### src/rtl/prefetcher_data.sv
// rtl/prefetcher_data.sv - data-path burst queue of the AXI read prefetcher
//
// Circular queue of QUEUE_SIZE one-beat slots. Bursts are allocated at the
// tail by prefetch (opcode 1) or master (opcode 2) requests, filled in
// allocation order by DDR beats (opcode 3) and replayed to the master from
// the head once per outstanding promise (opcode 4).
//
// Optional feature macro: PREFETCHER_DATA_ERRCHK_EN (sticky errorCode register;
// when undefined errorCode is tied to 0).
//
// Ports:
//   clk, resetN            clock, asynchronous active-low reset
//   reqAddr, reqBurstLen   request address and AXI-style length (L = len+1)
//   reqData, reqLast       DDR beat and its final-beat marker
//   reqOpcode              0 nop, 1 prefetch, 2 master req, 3 DDR beat, 4 deliver
//   crs_almostFullSpacer   almost-full threshold in free slots
//   respData, respLast     beat at the read pointer
//   addrHit                reqAddr matches a live burst
//   pr_r_valid             a deliverable beat is present
//   prefetchReqCnt         bursts still flagged prefetch-only
//   almostFull             free slots <= crs_almostFullSpacer
//   errorCode              first nonzero error code, sticky until reset
//   hasOutstanding         some allocated beat has not been written yet

module prefetcher_data #(
    parameter int LOG_QUEUE_SIZE       = 4,
    parameter int LOG_BLOCK_DATA_BYTES = 3,
    parameter int ADDR_BITS            = 64,
    parameter int PROMISE_WIDTH        = 3,
    parameter int BURST_LEN_WIDTH      = 4
) (
    input  logic                                     clk,
    input  logic                                     resetN,
    input  logic [ADDR_BITS-1:0]                     reqAddr,
    input  logic [BURST_LEN_WIDTH-1:0]               reqBurstLen,
    input  logic [8*(1<<LOG_BLOCK_DATA_BYTES)-1:0]   reqData,
    input  logic                                     reqLast,
    input  logic [2:0]                               reqOpcode,
    input  logic [LOG_QUEUE_SIZE-1:0]                crs_almostFullSpacer,
    output logic [8*(1<<LOG_BLOCK_DATA_BYTES)-1:0]   respData,
    output logic                                     respLast,
    output logic                                     addrHit,
    output logic                                     pr_r_valid,
    output logic [LOG_QUEUE_SIZE:0]                  prefetchReqCnt,
    output logic                                     almostFull,
    output logic [2:0]                               errorCode,
    output logic                                     hasOutstanding
);

    localparam int QUEUE_SIZE = 1 << LOG_QUEUE_SIZE;
    localparam int DATA_W     = 8 * (1 << LOG_BLOCK_DATA_BYTES);
    localparam int PW         = LOG_QUEUE_SIZE;
    localparam int CW         = LOG_QUEUE_SIZE + 1;
    localparam int LW         = BURST_LEN_WIDTH + 1;
    localparam logic [PROMISE_WIDTH-1:0] PROMISE_MAX = '1;

    // Per-slot state. slot_final marks the slot that must carry the burst's
    // L-th beat; it is fixed at allocation and drives both the reqLast check
    // and the end-of-burst decision on delivery.
    logic [QUEUE_SIZE-1:0]      slot_valid;
    logic [QUEUE_SIZE-1:0]      slot_dvalid;
    logic [QUEUE_SIZE-1:0]      slot_last;
    logic [QUEUE_SIZE-1:0]      slot_final;
    logic [QUEUE_SIZE-1:0]      slot_head;
    logic [QUEUE_SIZE-1:0]      slot_pref;
    logic [DATA_W-1:0]          slot_data    [QUEUE_SIZE];
    logic [ADDR_BITS-1:0]       slot_addr    [QUEUE_SIZE];
    logic [BURST_LEN_WIDTH-1:0] slot_blen    [QUEUE_SIZE];
    logic [PROMISE_WIDTH-1:0]   slot_promise [QUEUE_SIZE];

    logic [PW-1:0] head_ptr;
    logic [PW-1:0] tail_ptr;
    logic [PW-1:0] burst_offset;
    logic [PW-1:0] read_ptr;
    logic [CW-1:0] occ;          // allocated slots, 0..QUEUE_SIZE
    logic [CW-1:0] pend_cnt;     // allocated slots still waiting for DDR data
    logic [CW-1:0] pref_cnt;

    logic [LW-1:0]            req_len;
    logic [LW-1:0]            head_len;
    logic [CW-1:0]            free_cnt;
    logic                     can_alloc;
    logic                     hit;
    logic [PW-1:0]            hit_idx;
    logic [PROMISE_WIDTH-1:0] head_promise;
    logic                     rd_valid;
    logic                     alloc_en;
    logic                     deliver_en;
    logic                     free_en;
    logic [QUEUE_SIZE-1:0]    alloc_mask;
    logic [QUEUE_SIZE-1:0]    alloc_final;
    logic [QUEUE_SIZE-1:0]    free_mask;
    logic [2:0]               op_err;

    assign req_len      = LW'(reqBurstLen) + LW'(1);
    assign head_len     = LW'(slot_blen[head_ptr]) + LW'(1);
    assign free_cnt     = CW'(QUEUE_SIZE) - occ;
    assign can_alloc    = 32'(req_len) <= 32'(free_cnt);
    assign head_promise = slot_promise[head_ptr];
    assign rd_valid     = (occ != '0) && (head_promise != '0) && slot_dvalid[read_ptr];

    assign alloc_en   = ((reqOpcode == 3'd1) || (reqOpcode == 3'd2)) && !hit && can_alloc;
    assign deliver_en = (reqOpcode == 3'd4) && rd_valid;
    assign free_en    = deliver_en && slot_final[read_ptr] && (head_promise == PROMISE_WIDTH'(1));

    always_comb begin
        hit     = 1'b0;
        hit_idx = '0;
        for (int i = 0; i < QUEUE_SIZE; i++) begin
            if (!hit && slot_valid[i] && slot_head[i] && (slot_addr[i] == reqAddr)) begin
                hit     = 1'b1;
                hit_idx = PW'(i);
            end
        end
    end

    // Slot ranges touched by an allocation (from tail) or a burst release
    // (from head), measured as modular distance from the pointer.
    always_comb begin
        logic [PW-1:0] off_a;
        logic [PW-1:0] off_f;
        alloc_mask  = '0;
        alloc_final = '0;
        free_mask   = '0;
        for (int i = 0; i < QUEUE_SIZE; i++) begin
            off_a          = PW'(i) - tail_ptr;
            off_f          = PW'(i) - head_ptr;
            alloc_mask[i]  = alloc_en && (32'(off_a) < 32'(req_len));
            alloc_final[i] = (32'(off_a) == 32'(req_len) - 32'd1);
            free_mask[i]   = free_en && (32'(off_f) < 32'(head_len));
        end
    end

    always_comb begin
        op_err = 3'd0;
        case (reqOpcode)
            3'd1: if (!hit && !can_alloc) op_err = 3'd1;
            3'd2: begin
                if (hit) begin
                    if (slot_promise[hit_idx] == PROMISE_MAX) op_err = 3'd4;
                end else if (!can_alloc) begin
                    op_err = 3'd1;
                end
            end
            3'd3: begin
                if (pend_cnt == '0) op_err = 3'd2;
                else if (reqLast != slot_final[burst_offset]) op_err = 3'd5;
            end
            3'd4: if (!rd_valid) op_err = 3'd3;
            default: op_err = 3'd0;
        endcase
    end

    always_ff @(posedge clk or negedge resetN) begin
        if (!resetN) begin
            slot_valid   <= '0;
            slot_dvalid  <= '0;
            slot_last    <= '0;
            slot_final   <= '0;
            slot_head    <= '0;
            slot_pref    <= '0;
            for (int i = 0; i < QUEUE_SIZE; i++) begin
                slot_data[i]    <= '0;
                slot_addr[i]    <= '0;
                slot_blen[i]    <= '0;
                slot_promise[i] <= '0;
            end
            head_ptr     <= '0;
            tail_ptr     <= '0;
            burst_offset <= '0;
            read_ptr     <= '0;
            occ          <= '0;
            pend_cnt     <= '0;
            pref_cnt     <= '0;
        end else begin
            for (int i = 0; i < QUEUE_SIZE; i++) begin
                if (alloc_mask[i]) begin
                    slot_valid[i]   <= 1'b1;
                    slot_dvalid[i]  <= 1'b0;
                    slot_last[i]    <= 1'b0;
                    slot_final[i]   <= alloc_final[i];
                    slot_head[i]    <= (PW'(i) == tail_ptr);
                    slot_pref[i]    <= (PW'(i) == tail_ptr) && (reqOpcode == 3'd1);
                    slot_addr[i]    <= reqAddr;
                    slot_blen[i]    <= reqBurstLen;
                    slot_promise[i] <= (reqOpcode == 3'd2) ? PROMISE_WIDTH'(1) : '0;
                end
                if (free_mask[i]) begin
                    slot_valid[i]   <= 1'b0;
                    slot_dvalid[i]  <= 1'b0;
                    slot_last[i]    <= 1'b0;
                    slot_final[i]   <= 1'b0;
                    slot_head[i]    <= 1'b0;
                    slot_pref[i]    <= 1'b0;
                    slot_promise[i] <= '0;
                end
            end

            if (alloc_en) begin
                occ      <= occ + CW'(req_len);
                pend_cnt <= pend_cnt + CW'(req_len);
                tail_ptr <= tail_ptr + PW'(req_len);
                if (reqOpcode == 3'd1) pref_cnt <= pref_cnt + CW'(1);
            end

            // Master hit: add a promise (saturating) and promote a prefetch.
            if ((reqOpcode == 3'd2) && hit) begin
                if (slot_promise[hit_idx] != PROMISE_MAX)
                    slot_promise[hit_idx] <= slot_promise[hit_idx] + PROMISE_WIDTH'(1);
                if (slot_pref[hit_idx]) begin
                    slot_pref[hit_idx] <= 1'b0;
                    pref_cnt           <= pref_cnt - CW'(1);
                end
            end

            if ((reqOpcode == 3'd3) && (pend_cnt != '0)) begin
                slot_data[burst_offset]   <= reqData;
                slot_dvalid[burst_offset] <= 1'b1;
                slot_last[burst_offset]   <= reqLast;
                burst_offset              <= burst_offset + PW'(1);
                pend_cnt                  <= pend_cnt - CW'(1);
            end

            if (deliver_en) begin
                if (!slot_final[read_ptr]) begin
                    read_ptr <= read_ptr + PW'(1);
                end else if (!free_en) begin
                    // More promises left: replay the same burst from its first slot.
                    slot_promise[head_ptr] <= head_promise - PROMISE_WIDTH'(1);
                    read_ptr               <= head_ptr;
                end else begin
                    head_ptr <= head_ptr + PW'(head_len);
                    read_ptr <= head_ptr + PW'(head_len);
                    occ      <= occ - CW'(head_len);
                end
            end
        end
    end

`ifdef PREFETCHER_DATA_ERRCHK_EN
    logic [2:0] err_q;
    always_ff @(posedge clk or negedge resetN) begin
        if (!resetN) begin
            err_q <= 3'd0;
        end else if ((err_q == 3'd0) && (op_err != 3'd0)) begin
            err_q <= op_err;
        end
    end
    assign errorCode = err_q;
`else
    logic unused_err;
    assign unused_err = ^op_err;
    assign errorCode  = 3'd0;
`endif

    assign respData       = slot_data[read_ptr];
    assign respLast       = slot_last[read_ptr];
    assign addrHit        = hit;
    assign pr_r_valid     = rd_valid;
    assign prefetchReqCnt = pref_cnt;
    assign almostFull     = 32'(free_cnt) <= 32'(crs_almostFullSpacer);
    assign hasOutstanding = (pend_cnt != '0);

endmodule

### config.mk
export PLATFORM = sky130hd
export DESIGN_NAME = prefetcher_data
export DESIGN_NICKNAME = d
export VERILOG_FILES = /design/src/rtl/prefetcher_data.sv
export SDC_FILE = /design/constraint.sdc
export NUM_CORES = 2
export LEC_CHECK = 0
export ABC_AREA = 0
export BUFFER_PORTS_ARGS = -buffer_cell sky130_fd_sc_hd__buf_2
export CORE_MARGIN = 3
export CORE_UTILIZATION = 60
export CTS_CLUSTER_DIAMETER = 120
export DETAILED_ROUTE_END_ITERATION = 16
export HOLD_SLACK_MARGIN = 0.1
export PLACE_DENSITY = 0.75
export SETUP_SLACK_MARGIN = 0.2
export SKIP_CTS_REPAIR_TIMING = 1
export SLEW_MARGIN = 20
export SYNTH_ARGS = -nofsm -noshare
export SYNTH_HDL_FRONTEND = slang
export SYNTH_SLANG_ARGS = --single-unit
### constraint.sdc
create_clock -name clk -period 9.6 [get_ports clk]
set_input_delay 0.48 -clock clk [delete_from_list [all_inputs] [get_ports clk]]
set_output_delay 0.48 -clock clk [all_outputs]
set_load 0.1 [all_outputs]
==> flow_summary.yaml <==
sta:
  fin_crit_sh: 0.765
  grt_setup_unrepaired: "no"
  fin_ws_ps: 2250
  fin_skew_ps: 70.3
  fin_tns_setup_ps: 0
  drv_slew: 0
  period_minus_slack_ps: 7350
  hold_violations: 0
  timing.fmax_mhz: 136
  max_slew_margin: 0.171
  tightest_slew_ps: 1240
  setup-violations-final: 0
critical_path:
  cp-startpoint: "reqAddr[53]"
  r2r-end: "slot_promise[18]"
  critPathArrivalTime_ps: 8130
  reg2reg_from: "slot_addr[906]"
  ff2ff_path_depth: 20
  endpoint_kind: "flop"
  crit_type: "in2reg"
  path_max_fanout: 20
  required_ps: 10380
  ff2ff_setup_slack_ps: 2500
  critPathLaunchType: "input pin"
routing:
  viasPerCell: 6.54
  ant_nets: 0
  drt-total-wl_um: 362000
  via_count: 78700
  post_drt_wl_per_cell_um: 30.0
  drt_iter0_drc: 9588
  first_pass_iters: 7
  drc: 0
clocking:
  clockRootBuffer: "clkbuf_16"
  clk_path_buf_depth: 3
  clk_pin_slew_ps: 70
  numCtsBuffers: 226
  clkLatencyLatePin_ps: 910
  cts_tree: "done"
  cts_sinks: 2287
  cts_max_level: 4
synth:
  yosys_warnings: 0
  syn_inst: 9369
  synth_area_um2: 111000
  synth_edf_count: 0
  synth_ff_type: "dfrtp_1"
  synth-async-reset-ratio: 1.00
  ys_seq_elements: 2287
  netlist-cell-type-count: 87
  synth-seq-area-share: 0.514
  synth_area_per_cell_um2: 11.9
global_route:
  grt_max_degree: 166
  grt_pass1_wl_um: 531000
  grt_use_total: 0.377
  grt_pass1_vias: 79000
  grt-ovfl-total: 0
  antenna_found_initial: 38
hold_path:
  hp-class: "in2reg"
  hp-start: "reqAddr[30]"
  hold_path_end: "slot_addr[606]"
  min_path_cells: 4
layout:
  fin_nets: 9632
  fin_area_um2: 123000
  multiInputGateArea_um2: 50700
  regArea_um2: 57200
  fillCellCount: 13200
  syn2layout_area_growth_pct: 10.9
  final_layout_size_suffix_gt1_frac: 0.274
  finalNonFillerCells: 12000
power_and_ir_drop:
  power_w: 0.0407
  p_leak_nw: 56.7
  ir_drop_mv: 0.334
  powerDensity_nw_per_um2: 330
floorplanning:
  std_cell_rows: 157
  die_width_um: 437
  chipHeight_um: 437
  start_util: 0.606
  core-area_um2: 184000
  dieArea_um2: 191000
  io-pin-count: 219
placement:
  dpl.hpwl_um: 229000
  gp_congestion: 0.999
  pre_cts_slack_ps: 1810
  dp.cells: 11500
  dpl_cell_area_um2: 115000
  port_buffers: 215
job:
  drv_cap: 0
run_status:
  status: "complete, no violations"
## cells in the mapped netlist (all sizes together), types with 10 or more instances
library cell  instances  share of area
xnor2               421          0.033
nor2                189         0.0064
xor2                477          0.038
nor3                 42         0.0019
mux2               1376           0.14
o2111ai              33         0.0026
and2                 20         0.0011
o211ai               14        0.00094
inv                 179         0.0060
nand3b               14        0.00094
mux2i                20         0.0018
mux4                370          0.075
nor4                149         0.0085
o221ai               23         0.0022
buf                 246          0.011
a31oi                30         0.0017
dfrtp              2287           0.51
nand3               103         0.0046
o22ai                36         0.0020
or4                  12        0.00084
o21ai               596          0.027
o21a                 10        0.00067
clkbuf              497          0.017
a21oi               107         0.0048
nand2b               73         0.0041
a21o                 44         0.0030
a211oi               18         0.0013
a221oi               15         0.0012
a2111oi              26         0.0021
ha                  130          0.015
nor2b                86         0.0048
and3                 27         0.0015
nand4               140         0.0079
nand2              1413          0.048
## sequential cells by signal, indices dropped and copies added (netlist names)
signal	cells
prefetchReqCnt	5
slot_dvalid	16
slot_data	1024
slot_last	16
slot_blen	64
slot_final	16
pend_cnt	5
slot_valid	16
slot_head	16
tail_ptr	4
burst_offset	4
slot_addr	1024
occ	5
slot_pref	16
slot_promise	48
read_ptr	4
head_ptr	4
## metrics by stage
stage | util | hold slack (ps)
after CTS | 0.667 | -375
after detailed placement | 0.624 | 462
final | 0.672 | 118
after global placement | 0.624 | 453
after floorplan | - | 184
after global routing | 0.672 | 106
## worst max-delay path: stages
cell and delay (ps):
buf_2 400, clkinv_1 1070, o221ai_1 790, nor4_1 240
nand4_1 360, nor4_1 130, buf_4 200, nor4_1 300
buf_4 210, and3_1 450, a22o_1 740, inv_1 300
a211oi_1 280, o21ai_0 120, o21ai_0 100, a211oi_1 80
ha_1 230, ha_1 210, a211oi_1 200, buf_4 250
nand3_1 150, nor3_1 460, o21ai_0 160, a31oi_1 190
## report_power, final
group          switching, W  internal (W)
logic               0.00863       0.00631
registers           0.00265        0.0137
clock network       0.00396       0.00541
total                0.0152        0.0254
## metal layers
| metal | global-route usage | part of all wire |
|---|---|---|
| met1 | 0.506 | 0.38 |
| met2 | 0.564 | 0.45 |
| met3 | 0.106 | 0.11 |
| met4 | 0.198 | 0.060 |
| met5 | 0 | 0.00030 |
## kinds of logic (layout without fill, tap and decap cells)
kind of cell / count (synthesis) / count (layout) / share of synthesized area
AOI/OAI and AO/OA: 1039 / 1039 / 0.0563
other: 1 / 27 / 0.0000337
muxes: 1766 / 1766 / 0.216
DFF: 2287 / 2287 / 0.514
buffers and inverters: 928 / 1103 / 0.0336
adders and majority gates: 135 / 135 / 0.0155
and+or+nand+nor: 2315 / 2315 / 0.0938
xor gates and xnor gates: 898 / 898 / 0.0707
## area by class of cell
| cell class | count | share of cell area |
|---|---|---|
| Sequential cell | 2287 | 0.464 |
| Multi-Input combinational cell | 6156 | 0.411 |
| Clock buffer | 346 | 0.0549 |
| Timing Repair Buffer | 499 | 0.0301 |
| Tap cell | 2464 | 0.0250 |
| Clock inverter | 73 | 0.00894 |
| Inverter | 185 | 0.00563 |
| Antenna cell | 24 | 0.000487 |
## worst max path at each step
| stage | slack, ps | endpoint |
|---|---|---|
| after floorplan | 2550 | read_ptr[1] |
| after global placement | 1710 | slot_promise[18] |
| final | 2250 | slot_promise[18] |
| after global routing | 1900 | slot_promise[20] |
| after detailed placement | 1810 | slot_promise[18] |
| after CTS | 2690 | slot_promise[18] |
## layout by cell type, fill, tap and decap left out, drive strengths merged, types with 23 or more instances in the layout
cell type,count
a2111oi,26
a21o,44
a21oi,107
a31oi,30
and3,27
buf,421
clkbuf,346
clkinv,54
dfrtp,2287
diode,24
dlygate4sd3,78
ha,130
inv,181
mux2,1376
mux4,370
nand2,1413
nand2b,73
nand3,103
nand4,140
nor2,189
nor2b,86
nor3,42
nor4,149
o2111ai,33
o21ai,596
o221ai,23
o22ai,36
xnor2,421
xor2,477
Power figures use the tool's default switching activity.
